--- config.mk ---
export PLATFORM = sky130hd
export DESIGN_NAME = mainfsm
export DESIGN_NICKNAME = d
export VERILOG_FILES = /design/src/rtl/mainfsm_pkg.sv /design/src/rtl/mainfsm_outdec.sv /design/src/rtl/mainfsm.sv
export SDC_FILE = /design/constraint.sdc
export NUM_CORES = 1
export LEC_CHECK = 0
export ABC_AREA = 1
export BUFFER_PORTS_ARGS = -buffer_cell sky130_fd_sc_hd__buf_4
export CAP_MARGIN = 30
export CORE_AREA = 8 8 45 47
export CTS_BUF_LIST = sky130_fd_sc_hd__clkbuf_8
export DETAILED_ROUTE_END_ITERATION = 10
export DIE_AREA = 0 0 53 55
export HOLD_SLACK_MARGIN = 0.05
export PLACE_DENSITY_LB_ADDON = 0.12
export SLEW_MARGIN = 25
export SYNTH_ARGS = -nofsm -noshare
export SYNTH_HDL_FRONTEND = slang
export SYNTH_SLANG_ARGS = --single-unit
export TNS_END_PERCENT = 30
--- constraint.sdc ---
create_clock -name clk -period 1.1 [get_ports clk]
set_clock_uncertainty 0.05 [all_clocks]
set_input_delay 0.055 -clock clk [delete_from_list [all_inputs] [get_ports clk]]
set_output_delay 0.055 -clock clk [all_outputs]
set_load 0.005 [all_outputs]
--- src/rtl/mainfsm_pkg.sv ---
// Shared encodings for the multicycle MIPS main control FSM: states, opcodes,
// ALU/PC select codes and the packed control word.
package mainfsm_pkg;

  typedef enum logic [3:0] {
    S_FETCH1  = 4'd0,
    S_FETCH2  = 4'd1,
    S_FETCH3  = 4'd2,
    S_FETCH4  = 4'd3,
    S_DECODE  = 4'd4,
    S_MEMADR  = 4'd5,
    S_LBRD    = 4'd6,
    S_LBWR    = 4'd7,
    S_SBWR    = 4'd8,
    S_RTYPEEX = 4'd9,
    S_RTYPEWR = 4'd10,
    S_BEQEX   = 4'd11,
    S_JEX     = 4'd12,
    S_ADDIEX  = 4'd13,
    S_ADDIWR  = 4'd14
  } state_t;

  localparam logic [5:0] OP_LB    = 6'b100000;
  localparam logic [5:0] OP_SB    = 6'b101000;
  localparam logic [5:0] OP_RTYPE = 6'b000000;
  localparam logic [5:0] OP_BEQ   = 6'b000100;
  localparam logic [5:0] OP_J     = 6'b000010;
  localparam logic [5:0] OP_ADDI  = 6'b001000;

  localparam logic [1:0] ALUOP_ADD   = 2'b00;
  localparam logic [1:0] ALUOP_SUB   = 2'b01;
  localparam logic [1:0] ALUOP_FUNCT = 2'b10;

  localparam logic [1:0] SRCB_REGB = 2'b00;
  localparam logic [1:0] SRCB_ONE  = 2'b01;
  localparam logic [1:0] SRCB_IMM  = 2'b10;
  localparam logic [1:0] SRCB_BOFF = 2'b11;

  localparam logic [1:0] PCSRC_ALU    = 2'b00;
  localparam logic [1:0] PCSRC_ALUOUT = 2'b01;
  localparam logic [1:0] PCSRC_JUMP   = 2'b10;

  typedef struct packed {
    logic       memread;
    logic       memwrite;
    logic       alusrca;
    logic [1:0] alusrcb;
    logic [1:0] aluop;
    logic       iord;
    logic       memtoreg;
    logic       regdst;
    logic       regwrite;
    logic [3:0] irwrite;
    logic [1:0] pcsource;
    logic       pcwrite;
    logic       pcwritecond;
  } ctrl_t;

  // Control word common to the four instruction-fetch states.
  function automatic ctrl_t fetch_ctrl(input logic [1:0] byte_idx);
    ctrl_t c;
    c          = '0;
    c.memread  = 1'b1;
    c.irwrite  = 4'b0001 << byte_idx;
    c.alusrcb  = SRCB_ONE;
    c.pcwrite  = 1'b1;
    return c;
  endfunction

endpackage

--- src/rtl/mainfsm_outdec.sv ---
// Moore output decoder: state -> datapath control word (pcen is formed in the top).
// ADDI decode present only when MAINFSM_ADDI_EN is defined.
module mainfsm_outdec
  import mainfsm_pkg::*;
(
  input  state_t state,
  output ctrl_t  ctrl
);

  // Decode the current state into enables and mux selects; unlisted fields stay 0.
  always_comb begin
    ctrl = '0;
    case (state)
      S_FETCH1: ctrl = fetch_ctrl(2'd0);
      S_FETCH2: ctrl = fetch_ctrl(2'd1);
      S_FETCH3: ctrl = fetch_ctrl(2'd2);
      S_FETCH4: ctrl = fetch_ctrl(2'd3);
      S_DECODE: ctrl.alusrcb = SRCB_BOFF;
      S_MEMADR: begin
        ctrl.alusrca = 1'b1;
        ctrl.alusrcb = SRCB_IMM;
      end
      S_LBRD: begin
        ctrl.memread = 1'b1;
        ctrl.iord    = 1'b1;
      end
      S_LBWR: begin
        ctrl.regwrite = 1'b1;
        ctrl.memtoreg = 1'b1;
      end
      S_SBWR: begin
        ctrl.memwrite = 1'b1;
        ctrl.iord     = 1'b1;
      end
      S_RTYPEEX: begin
        ctrl.alusrca = 1'b1;
        ctrl.aluop   = ALUOP_FUNCT;
      end
      S_RTYPEWR: begin
        ctrl.regwrite = 1'b1;
        ctrl.regdst   = 1'b1;
      end
      S_BEQEX: begin
        ctrl.alusrca     = 1'b1;
        ctrl.aluop       = ALUOP_SUB;
        ctrl.pcwritecond = 1'b1;
        ctrl.pcsource    = PCSRC_ALUOUT;
      end
      S_JEX: begin
        ctrl.pcwrite  = 1'b1;
        ctrl.pcsource = PCSRC_JUMP;
      end
`ifdef MAINFSM_ADDI_EN
      S_ADDIEX: begin
        ctrl.alusrca = 1'b1;
        ctrl.alusrcb = SRCB_IMM;
      end
      S_ADDIWR: ctrl.regwrite = 1'b1;
`endif
      default: ctrl = '0;
    endcase
  end

endmodule

--- src/rtl/mainfsm.sv ---
// Multicycle main control FSM: state register, next-state logic and pcen gate.
// Optional ADDI path enabled by defining MAINFSM_ADDI_EN.
module mainfsm
  import mainfsm_pkg::*;
(
  input  logic       clk,
  input  logic       reset,
  input  logic [5:0] op,
  input  logic       zero,
  output logic       memread,
  output logic       memwrite,
  output logic       alusrca,
  output logic [1:0] alusrcb,
  output logic [1:0] aluop,
  output logic       iord,
  output logic       memtoreg,
  output logic       regdst,
  output logic       regwrite,
  output logic [3:0] irwrite,
  output logic [1:0] pcsource,
  output logic       pcen
);

  state_t state_r;
  state_t next_s;
  ctrl_t  ctrl_s;

  // State register; reset parks the FSM in FETCH1 immediately.
  always_ff @(posedge clk or posedge reset) begin
    if (reset) begin
      state_r <= S_FETCH1;
    end else begin
      state_r <= next_s;
    end
  end

  // Next-state logic; op is only consulted in DECODE and MEMADR.
  always_comb begin
    next_s = S_FETCH1;
    case (state_r)
      S_FETCH1:  next_s = S_FETCH2;
      S_FETCH2:  next_s = S_FETCH3;
      S_FETCH3:  next_s = S_FETCH4;
      S_FETCH4:  next_s = S_DECODE;
      S_DECODE: begin
        case (op)
          OP_LB:    next_s = S_MEMADR;
          OP_SB:    next_s = S_MEMADR;
          OP_RTYPE: next_s = S_RTYPEEX;
          OP_BEQ:   next_s = S_BEQEX;
          OP_J:     next_s = S_JEX;
`ifdef MAINFSM_ADDI_EN
          OP_ADDI:  next_s = S_ADDIEX;
`endif
          default:  next_s = S_FETCH1;
        endcase
      end
      S_MEMADR: begin
        if (op == OP_SB) begin
          next_s = S_SBWR;
        end else begin
          next_s = S_LBRD;
        end
      end
      S_LBRD:    next_s = S_LBWR;
      S_RTYPEEX: next_s = S_RTYPEWR;
`ifdef MAINFSM_ADDI_EN
      S_ADDIEX:  next_s = S_ADDIWR;
`endif
      default:   next_s = S_FETCH1;
    endcase
  end

  mainfsm_outdec u_outdec (
    .state (state_r),
    .ctrl  (ctrl_s)
  );

  assign memread  = ctrl_s.memread;
  assign memwrite = ctrl_s.memwrite;
  assign alusrca  = ctrl_s.alusrca;
  assign alusrcb  = ctrl_s.alusrcb;
  assign aluop    = ctrl_s.aluop;
  assign iord     = ctrl_s.iord;
  assign memtoreg = ctrl_s.memtoreg;
  assign regdst   = ctrl_s.regdst;
  assign regwrite = ctrl_s.regwrite;
  assign irwrite  = ctrl_s.irwrite;
  assign pcsource = ctrl_s.pcsource;
  // Only BEQEX raises pcwritecond, so zero glitches elsewhere cannot load the PC.
  assign pcen     = ctrl_s.pcwrite | (ctrl_s.pcwritecond & zero);

endmodule

==> key figures <==
Yosys
  • Mapped Area: 418 um^2
  • Post-Syn Nets: 91
  • Synth warn: 0
  • Yosys reg bits: 4
  • Synth cell types: 10
  • Sequential area share after synthesis: 0.240
  • Mean Syn Cell Area: 5.10 um^2
  • Synthesized instance count: 82

Setup path
  • Critical path class: reg -> out
  • Critical Path Sink Type: primary output
  • Max FO, Critical Path: 4
  • Reg-to-reg startpoint: state_r[3]
  • CP arrival: 1220 ps
  • CP Launch Type: register
  • R2R depth: 7
  • Crit. Startpoint: state_r[3]
  • Worst EP required: 1000 ps

STA
  • RSZ-0062 raised after global routing: yes
  • Worst slew pin tran: 183 ps
  • Final Cycle Share: 1.21
  • Tmin final: 1330 ps
  • Slew HR: 0.878
  • Fmax: 0.754 GHz
  • Slew Limit Fails: 0
  • Hold Vio Cnt, Final: 0
  • Post-route setup slack: -227 ps
  • Setup violations, final: 22

Final layout
  • Biggest registers after layout: state_r x4
  • Area growth syn-to-layout: 121%
  • Multi-input logic area: 393 um^2
  • Nets@finish: 136
  • Ratio of cells with drive above 1 in the final layout: 0.576
  • Biggest register: state_r
  • FILL cells: 121
  • FF/Latch Area: 103 um^2
  • ANT cells: 0
  • Cell area after layout: 923 um^2
  • Max FFs per register: 4
  • Final Core Density: 0.667

Clock network
  • CTS tree: yes
  • Htree depth: 1
  • Skew-Pair Late Insertion Delay: 220 ps
  • Total CTS buffers: 3
  • Sink Count: 4
  • Clk root buf: clkbuf_8
  • CTS max path bufs: 2
  • Clock-pin slew on the worst setup and hold paths: 30 ps

Drt
  • DRC viols: 0
  • Vias: 678
  • Detailed Routing Iterations Pass 1: 4
  • Number of DRC markers in iteration 0: 9
  • Routed WL: 1.74 mm
  • WL/cell: 12.4 um
  • Via density: 4.81
  • Antenna viol nets, final: 0

Power
  • Leak pwr: 0.480 nW
  • Cell Int Power: 1.17 mW
  • Switching share of power: 0.433
  • P_sw: 895 uW
  • Worst vdd ir: 947 uV
  • Logic pwr share: 0.704
  • Share of power burned in registers: 0.148
  • P per Cell Area: 2240 mW/mm^2
  • Clk network pwr share: 0.149

Die
  • I/O pins: 27
  • Initial Util: 0.302
  • FP Rows: 14
  • Die Width: 53 um
  • Die Height: 55 um
  • Core ar.: 0.00138 mm^2
  • Die ar.: 0.00292 mm^2

Hold path
  • Hold Path Stages: 3
  • Hold Path Origin: op[3]
  • Hold Path Class: in -> reg

Global route
  • Remaining global-route overflow: 0
  • Initial antenna violation count: 0
  • Vias in the first global route: 609
  • GRT Util Overall: 0.106
  • Largest net degree at the start of global routing: 9
  • First-pass GRT wire length: 2.44 mm

Status
  • Failing checks: negative setup slack
  • Status: finished, violations left

Place
  • Gpl congestion: 0.781
  • I/O Buffers: 26
  • DP Area: 678 um^2
  • DPL Wire Length: 1.19 mm

Run
  • Max Cap Viol: 0
[worst max-delay path, cell delays in order (launching register included)]
cell	delay (ps)
dfrtp_1	420
inv_2	120
nand2_4	80
buf_6	130
o22ai_2	120
buf_4	120
[placed cells by master (no fill, tap or decap)]
cell type      count
nor2_4             6
nor2_2             5
inv_1              8
a21oi_2            1
dlygate4sd3_1      1
nand3_1            8
dfrtp_1            2
nand2_1           13
nand3_2            2
buf_6              4
nand2_2            2
nor2_1            19
o21ai_1            1
inv_2              5
buf_4             35
o22ai_2            2
nand4_1            1
clkbuf_8           3
nand2_4            5
dfrtp_2            2
[Yosys cell counts]
cell type	n	area, um^2
nand3_1	10	50.1
nor2_2	1	6.26
inv_1	13	48.8
o22ai_1	2	12.5
o21ai_0	1	5.00
nor2_1	29	109
nand4_1	1	6.26
a21oi_1	1	5.00
dfrtp_1	4	100
nand2_1	20	75.1
[cell families (layout without fill, tap and decap cells)]
kind of cell,Yosys count,in the layout,share of synthesized area
AOI/OAI and AO/OA,4,4,0.0539
buffers and inverters,13,56,0.117
DFF,4,4,0.240
and+or+nand+nor,61,61,0.590
[final timing paths]
| path | end | slack, ps |
|---|---|---|
| worst max-delay path | regwrite | -230 |
| worst min-delay path | state_r[3] | 100 |
| worst max register to register | state_r[2] | -100 |
| worst min register to register | state_r[1] | 600 |
| max in group asynchronous | state_r[1] | 570 |
| min in group asynchronous | state_r[2] | 260 |
[cell type report]
| cell class | instances | area share |
|---|---|---|
| multi-input cells | 65 | 0.425 |
| repair buffers | 40 | 0.344 |
| flip-flops and latches | 4 | 0.111 |
| inverters | 13 | 0.0528 |
| clock buffers | 3 | 0.0447 |
| well taps | 16 | 0.0217 |
[stage by stage]
step	setup slack, ps	power (mW)	hold WS (ps)	cells	TNS (ps)
6_report	-227	2.06	97.3	141	-3030
2_1_floorplan	93.7	0.684	-229	82	0
3_5_place_dp	-104	1.19	-98.5	130	-298
3_3_place_gp	-100	1.19	-102	130	-245
4_1_cts	-200	1.62	100	137	-2950
5_1_grt	-257	2.19	121	141	-4100
[power by group through the flow]
stage / Sequential, mW / Combinational, mW / Clock [mW]
CTS: 0.275 / 1.04 / 0.310
global route: 0.309 / 1.56 / 0.324
global placement: 0.268 / 0.919 / 0
floorplan: 0.256 / 0.428 / 0
detailed placement: 0.269 / 0.919 / 0
finish: 0.305 / 1.45 / 0.307
[what timing repair did]
action	in CTS	in global routing
hold buffers	1	0
resized for setup	11	34
hold endpoints to repair	4	0
buffers inserted	3	4
endpoints found under the setup margin	21	22
cloned	0	0
pin swaps	2	9
[metal layers]
layer,vias to the layer above,global-route usage,part of all wire
met1,309,0.110,0.37
met3,2,0.0160,0.052
met4,0,0.0388,0.0057
met2,26,0.209,0.57
met5,-,0,0
li1,341,-,-
Power figures use the tool's default switching activity.
